## config.mk

```make
export PLATFORM = sky130hd
export DESIGN_NAME = id_decode_stage
export DESIGN_NICKNAME = d
export VERILOG_FILES = /design/src/rtl/id_decode_stage.sv
export SDC_FILE = /design/constraint.sdc
export NUM_CORES = 1
export LEC_CHECK = 0
export BUFFER_PORTS_ARGS = -buffer_cell sky130_fd_sc_hd__buf_2
export CORE_AREA = 2 2 173 175
export CTS_CLUSTER_DIAMETER = 100
export DETAILED_ROUTE_END_ITERATION = 6
export DIE_AREA = 0 0 175 177
export PLACE_DENSITY = 0.54
export SLEW_MARGIN = 20
export SYNTH_ARGS = -nofsm -noshare
export SYNTH_HDL_FRONTEND = slang
export SYNTH_SLANG_ARGS = --single-unit
export TNS_END_PERCENT = 5
```

## constraint.sdc

```tcl
create_clock -name clk -period 7.6 [get_ports clk]
set_clock_uncertainty 0.1 [all_clocks]
set_input_delay 0.76 -clock clk [delete_from_list [all_inputs] [get_ports clk]]
set_output_delay 0.76 -clock clk [all_outputs]
set_load 0.01 [all_outputs]
```

## src/rtl/id_decode_stage.sv

```systemverilog
// Registered RV64I decode stage: turns a fetched instruction into an ALU op/operand bundle
// with writeback and branch control. Define ID_RV64_WORD_OPS_EN to decode OP-32/OP-IMM-32 and add out_word.
module id_decode_stage #(
  parameter int XLEN = 64
) (
  input  logic            clk,
  input  logic            rst,
  input  logic            in_valid,
  output logic            in_ready,
  input  logic [31:0]     in_inst,
  input  logic [XLEN-1:0] in_pc,
  output logic [4:0]      rs1_addr,
  output logic [4:0]      rs2_addr,
  input  logic [XLEN-1:0] rs1_data,
  input  logic [XLEN-1:0] rs2_data,
  input  logic            flush,
  output logic            out_valid,
  input  logic            out_ready,
  output logic [3:0]      out_aluop,
  output logic [XLEN-1:0] out_op1,
  output logic [XLEN-1:0] out_op2,
  output logic [4:0]      out_rd,
  output logic            out_rd_we,
  output logic            out_is_branch,
  output logic [2:0]      out_br_funct3,
  output logic            out_illegal,
  output logic [XLEN-1:0] out_pc
`ifdef ID_RV64_WORD_OPS_EN
  ,
  output logic            out_word
`endif
);

  localparam logic [6:0] OPC_OP        = 7'b0110011;
  localparam logic [6:0] OPC_OP_IMM    = 7'b0010011;
  localparam logic [6:0] OPC_LUI       = 7'b0110111;
  localparam logic [6:0] OPC_AUIPC     = 7'b0010111;
  localparam logic [6:0] OPC_BRANCH    = 7'b1100011;
`ifdef ID_RV64_WORD_OPS_EN
  localparam logic [6:0] OPC_OP_IMM_32 = 7'b0011011;
  localparam logic [6:0] OPC_OP_32     = 7'b0111011;
`endif

  // aluop[3:2] picks the unit (arith, logic, shift, compare).
  localparam logic [3:0] ALU_ADD  = 4'b0000;
  localparam logic [3:0] ALU_SUB  = 4'b0001;
  localparam logic [3:0] ALU_XOR  = 4'b0100;
  localparam logic [3:0] ALU_OR   = 4'b0110;
  localparam logic [3:0] ALU_AND  = 4'b0111;
  localparam logic [3:0] ALU_SLL  = 4'b1000;
  localparam logic [3:0] ALU_SRL  = 4'b1001;
  localparam logic [3:0] ALU_SRA  = 4'b1011;
  localparam logic [3:0] ALU_SLT  = 4'b1100;
  localparam logic [3:0] ALU_SLTU = 4'b1110;

  typedef struct packed {
    logic [3:0]      aluop;
    logic [XLEN-1:0] op1;
    logic [XLEN-1:0] op2;
    logic [4:0]      rd;
    logic            rd_we;
    logic            is_branch;
    logic [2:0]      br_funct3;
    logic            illegal;
    logic [XLEN-1:0] pc;
`ifdef ID_RV64_WORD_OPS_EN
    logic            word;
`endif
  } bundle_t;

  // funct3 -> aluop for register and immediate ALU forms; alt selects SUB/SRA.
  function automatic logic [3:0] alu_of_f3(input logic [2:0] f3, input logic alt);
    logic [3:0] op;
    case (f3)
      3'b000:  op = alt ? ALU_SUB : ALU_ADD;
      3'b001:  op = ALU_SLL;
      3'b010:  op = ALU_SLT;
      3'b011:  op = ALU_SLTU;
      3'b100:  op = ALU_XOR;
      3'b101:  op = alt ? ALU_SRA : ALU_SRL;
      3'b110:  op = ALU_OR;
      default: op = ALU_AND;
    endcase
    return op;
  endfunction

  logic [6:0]      opcode;
  logic [2:0]      funct3;
  logic [6:0]      funct7;
  logic [XLEN-1:0] imm_i;
  logic [XLEN-1:0] imm_u;
  logic [XLEN-1:0] shamt_ext;
  logic            accept;
  logic            legal;
  logic            writes_rd;
  bundle_t         dec;
  bundle_t         bundle_q;

  assign opcode    = in_inst[6:0];
  assign funct3    = in_inst[14:12];
  assign funct7    = in_inst[31:25];
  assign imm_i     = {{(XLEN-12){in_inst[31]}}, in_inst[31:20]};
  assign imm_u     = {{(XLEN-32){in_inst[31]}}, in_inst[31:12], 12'b0};
  assign shamt_ext = {{(XLEN-6){1'b0}}, in_inst[25:20]};

  assign rs1_addr = in_inst[19:15];
  assign rs2_addr = in_inst[24:20];

  assign in_ready = !out_valid || out_ready;
  assign accept   = in_valid && in_ready;

  always_comb begin
    // NOTE: every variable gets a default before the case so no path infers a latch.
    dec       = '0;
    dec.rd    = in_inst[11:7];
    dec.pc    = in_pc;
    legal     = 1'b0;
    writes_rd = 1'b0;

    case (opcode)
      OPC_OP: begin
        dec.op1   = rs1_data;
        dec.op2   = rs2_data;
        dec.aluop = alu_of_f3(funct3, funct7[5]);
        writes_rd = 1'b1;
        legal     = (funct7 == 7'b0000000) ||
                    (funct7 == 7'b0100000 && (funct3 == 3'b000 || funct3 == 3'b101));
      end
      OPC_OP_IMM: begin
        dec.op1   = rs1_data;
        writes_rd = 1'b1;
        if (funct3 == 3'b001 || funct3 == 3'b101) begin
          dec.op2   = shamt_ext;
          dec.aluop = alu_of_f3(funct3, in_inst[30]);
          legal     = (in_inst[31:26] == 6'b000000) ||
                      (in_inst[31:26] == 6'b010000 && funct3 == 3'b101);
        end else begin
          // SLTI/SLTIU/XORI/ORI/ANDI/ADDI carry no funct7, so inst[30] is immediate data.
          dec.op2   = imm_i;
          dec.aluop = alu_of_f3(funct3, 1'b0);
          legal     = 1'b1;
        end
      end
      OPC_LUI: begin
        dec.op2   = imm_u;
        dec.aluop = ALU_ADD;
        writes_rd = 1'b1;
        legal     = 1'b1;
      end
      OPC_AUIPC: begin
        dec.op1   = in_pc;
        dec.op2   = imm_u;
        dec.aluop = ALU_ADD;
        writes_rd = 1'b1;
        legal     = 1'b1;
      end
      OPC_BRANCH: begin
        dec.op1       = rs1_data;
        dec.op2       = rs2_data;
        dec.is_branch = 1'b1;
        dec.br_funct3 = funct3;
        dec.aluop     = (funct3[2:1] == 2'b11) ? ALU_SLTU : ALU_SLT;
        legal         = (funct3[2:1] != 2'b01);
      end
`ifdef ID_RV64_WORD_OPS_EN
      OPC_OP_IMM_32: begin
        dec.op1   = rs1_data;
        dec.word  = 1'b1;
        writes_rd = 1'b1;
        if (funct3 == 3'b000) begin
          dec.op2   = imm_i;
          dec.aluop = ALU_ADD;
          legal     = 1'b1;
        end else if (funct3 == 3'b001 || funct3 == 3'b101) begin
          // The whole funct7 is checked, which also rejects a 6-bit shamt (inst[25]=1).
          dec.op2   = shamt_ext;
          dec.aluop = alu_of_f3(funct3, in_inst[30]);
          legal     = (funct7 == 7'b0000000) ||
                      (funct7 == 7'b0100000 && funct3 == 3'b101);
        end
      end
      OPC_OP_32: begin
        dec.op1   = rs1_data;
        dec.op2   = rs2_data;
        dec.word  = 1'b1;
        dec.aluop = alu_of_f3(funct3, funct7[5]);
        writes_rd = 1'b1;
        legal     = (funct3 == 3'b000 || funct3 == 3'b001 || funct3 == 3'b101) &&
                    ((funct7 == 7'b0000000) ||
                     (funct7 == 7'b0100000 && (funct3 == 3'b000 || funct3 == 3'b101)));
      end
`endif
      default: legal = 1'b0;
    endcase

    // Illegal encodings still produce a valid bundle, with the control fields zeroed.
    if (!legal) begin
      dec.aluop     = ALU_ADD;
      dec.op1       = '0;
      dec.op2       = '0;
      dec.is_branch = 1'b0;
      dec.br_funct3 = 3'b000;
`ifdef ID_RV64_WORD_OPS_EN
      dec.word      = 1'b0;
`endif
    end
    dec.illegal = !legal;
    dec.rd_we   = legal && writes_rd && (in_inst[11:7] != 5'd0);
  end

  // NOTE: sequential state uses non-blocking assignments so every register samples pre-edge values.
  always_ff @(posedge clk or posedge rst) begin
    if (rst) begin
      out_valid <= 1'b0;
      bundle_q  <= '0;
    end else begin
      if (flush)          out_valid <= 1'b0;
      else if (accept)    out_valid <= 1'b1;
      else if (out_ready) out_valid <= 1'b0;

      if (accept && !flush) bundle_q <= dec;
    end
  end

  assign out_aluop     = bundle_q.aluop;
  assign out_op1       = bundle_q.op1;
  assign out_op2       = bundle_q.op2;
  assign out_rd        = bundle_q.rd;
  assign out_rd_we     = bundle_q.rd_we;
  assign out_is_branch = bundle_q.is_branch;
  assign out_br_funct3 = bundle_q.br_funct3;
  assign out_illegal   = bundle_q.illegal;
  assign out_pc        = bundle_q.pc;
`ifdef ID_RV64_WORD_OPS_EN
  assign out_word      = bundle_q.word;
`endif

endmodule

```

==> PnR_summary.wiki <==
{| class="wikitable"
! Metric !! Value
|-
| Worst slew pin tran || 1170 ps
|-
| Unrepaired setup endpoints after global routing || no
|-
| Aggregate global routing overflow || 0
|-
| Number of maximum-capacitance constraint violations || 0
|-
| Number of gates resized after CTS || 0
|-
| Cell area after synthesis || 9100 µm²
|-
| Met3 Usage GRT || 5.63%
|-
| Maximum net fanout on the critical path || 98
|-
| CP Cell Sequence || nor2b_1 -> inv_1 -> nand3b_1 -> buf_4 -> buf_4 -> a221oi_1 -> nor3_1
|-
| Number of iterations in the first detailed-routing pass || 4
|-
| Post-Place Cells || 1731
|-
| CP bufs+invs || 3
|-
| Ys flop type || dfrtp_1
|-
| Starting density of the core || 31.1%
|-
| Most Used Layer, Global Route || met2
|-
| DP HPWL || 22.2 mm
|-
| Cell type group with the largest total delay on the critical path || buffers and inverters
|-
| R2R depth || 7
|-
| Critical path arrival || 3310 ps
|-
| Placer congestion estimate || 0.817
|-
| Die extent in x || 175 µm
|-
| Drt initial violations || 612
|-
| Core region area || 29200 µm²
|-
| NumNets Final || 1597
|-
| Mean post-synth cell area || 9.29 µm²
|-
| Total vias in the final route || 8983
|-
| Row count || 63
|-
| Area growth syn-to-layout || 35.1%
|-
| Post-layout minimum cycle time || 3000 ps
|-
| F_max || 0.333 GHz
|-
| Share of synthesized flip-flops with an asynchronous set or reset || 100%
|-
| Crit Path Class || flip-flop to flip-flop
|-
| Setup TNS || 0 ps
|-
| Net Count, Synth || 1209
|-
| Post-synth EDFFs || 0
|-
| Top cell type by total area after synthesis || dfrtp_1
|-
| DRC || 0
|-
| CTS tree || yes
|-
| Area of the die || 31000 µm²
|-
| Global-route usage over all layers || 20.8%
|-
| CP endpoint kind || flip-flop
|-
| Initial antenna violation count || 2
|-
| M1 GR Usage || 26.7%
|-
| Cell repeated most along the worst path || buf_4
|-
| Met2 layer usage reported by global route || 34.1%
|-
| Commonest cells after routing, fill and taps aside || buf_2, nand2_1, dfrtp_1
|-
| Clock buffer count from CTS || 25
|-
| Pin count of the biggest net entering global routing || 236
|-
| Total design power || 3.01 mW
|-
| End of the worst register-to-register path || out_op1[31]
|-
| Startpoint types || flip-flop
|-
| CP max-delay cell || buf_4
|-
| Number of global-route vias before repair || 8913
|-
| Clock latency at the later pin of the worst-skew pair || 510 ps
|-
| Most common library cell in the layout ignoring fill and taps || buf_2
|-
| Required time reported for the critical path endpoint || 7910 ps
|-
| Worst ir drop on vdd || 0.155 mV
|-
| H-tree lvl count || 1
|-
| Non-filler instance count after layout || 1771
|-
| Slew headroom || 22.2%
|-
| Worst-case clock buffer depth || 3
|-
| Port bufs || 447
|-
| Drt total wl || 33.3 mm
|-
| Endpoints failing hold || 0
|-
| WL/cell || 18.8 µm
|-
| Number of different library cells in the post-synthesis netlist || 36
|-
| Final max-slew violation count || 0
|-
| Portion of the post-synthesis area used by sequential elements || 57.2%
|-
| Via/cell ratio || 5.07
|-
| Ranking of synthesized cells by area || dfrtp_1, nand2_1, a221oi_1
|-
| Number of flip-flops and latches in the synthesized netlist || 208
|-
| First-pass GRT wire length || 51.5 mm
|-
| Total of warnings raised by yosys || 0
|-
| Delay contributed by the slowest stage of the critical path || 880 ps
|-
| Clock-pin slew on the worst setup and hold paths || 60 ps
|-
| Path type of the worst min-delay path || primary input to async pin
|-
| Number of I/O pins || 448
|-
| CTS Hold Buffers Added || 0
|-
| Final period util || 39.5%
|-
| Finish-stage setup viols || 0
|-
| Sink Count || 208
|-
| Status || completed
|-
| Area share of the largest cell type after synthesis || 57.2%
|-
| Mapped Cells || 980
|-
| CTS root buffer || clkbuf_16
|-
| Die boundary height || 177 µm
|-
| Origin of the critical flop-to-flop path || out_valid
|-
| Leak Pwr || 6.31 nW
|-
| Fraction of layout cells with a size suffix above 1 || 36.1%
|-
| FF-to-FF setup slack || 4600 ps
|-
| Number of nets with antenna violations after detailed routing || 0
|-
| Post CTS Setup Buffer Count || 0
|-
| Power per cell area || 245 nW/µm²
|}
==> flip-flops by register name (all words and copies together) (netlist names) <==
| signal | flops |
|---|---|
| out_is_branch | 1 |
| out_illegal | 1 |
| out_aluop | 4 |
| out_op1 | 64 |
| out_pc | 64 |
| out_rd | 5 |
| out_rd_we | 1 |
| out_br_funct3 | 3 |
| out_valid | 1 |
| out_op2 | 64 |
==> how the worst max path moves through the flow <==
stage	from	slack (ps)	cells past startpoint	to
2_1_floorplan	rst	1060	1	out_aluop[0]
6_report	out_valid	4600	7	out_op1[31]
4_1_cts	out_valid	4570	7	out_op1[57]
3_3_place_gp	out_ready	4130	9	out_rd_we
3_5_place_dp	out_ready	4110	8	out_op1[57]
5_1_grt	out_valid	4310	8	out_rd_we
==> synth_stat cells, types with 2 or more instances <==
master and n:
a221oi_1 76, and3_1 3, inv_1 4, o21ai_0 4, clkbuf_1 74, or4_1 2, nor2b_1 3, nand3b_1 2
a21oi_1 9, buf_2 8, a22oi_1 19, buf_1 6, nor2_1 141, dfrtp_1 208, a211oi_1 20, nand2_1 251
nand3_1 5, nand2b_1 3, a311oi_1 34, buf_4 10, and2_1 2, nor3_1 82
==> metrics by stage <==
step / utilization [%] / hold WS (ps) / cell area, µm² / setup WS (ps)
final: 42.0 / 265 / 12300 / 4600
after global routing: 42.0 / 299 / 12300 / 4310
after CTS: 42.0 / 281 / 12300 / 4570
after detailed placement: 39.4 / 357 / 11500 / 4110
after global placement: 39.4 / 353 / 11500 / 4130
after floorplan: - / 407 / 9100 / 1060
==> area by class of cell <==
type	instances	area, µm²
Sequential cell	208	5200
Inverter	4	22.5
Multi-Input combinational cell	670	3480
Tap cell	390	488
Clock buffer	36	717
Antenna cell	2	5.00
Timing Repair Buffer	459	2340
Fill cell	2988	17000
Clock inverter	2	35.0
==> worst reg2reg max path: stages (launching register included) <==
cell and delay (ps):
dfrtp_1 370, nor2b_1 270, inv_1 90, nand3b_1 90, buf_4 560, buf_4 950
a221oi_1 210, nor3_1 270
==> logic make-up (layout without fill, tap and decap cells) <==
logic type             after synthesis  count (layout)  synth area share (%)
AO/OA/AOI/OAI                      167             167                  15.1
XOR/XNOR                             1               1                0.0963
buffers and inverters              102             501                  4.73
flip-flops                         208             208                  57.2
other                                0               2                     0
AND/OR/NAND/NOR                    502             502                  22.8
==> power by group <==
part | internal (mW) | total [mW] | leakage (nW) | switching (mW)
clock | 0.676 | 1.12 | 0.369 | 0.443
sequential | 1.25 | 1.32 | 2.64 | 0.0730
combinational | 0.231 | 0.573 | 3.30 | 0.342
total | 2.16 | 3.01 | 6.31 | 0.858
==> metal layers <==
| metal | routed length [µm] | vias to the layer above |
|---|---|---|
| met5 | 0 | - |
| met4 | 921 | 0 |
| met3 | 2870 | 57 |
| met2 | 15900 | 392 |
| met1 | 13600 | 4341 |
| li1 | - | 4193 |
Note: power is estimated with default switching activity, not from simulation.
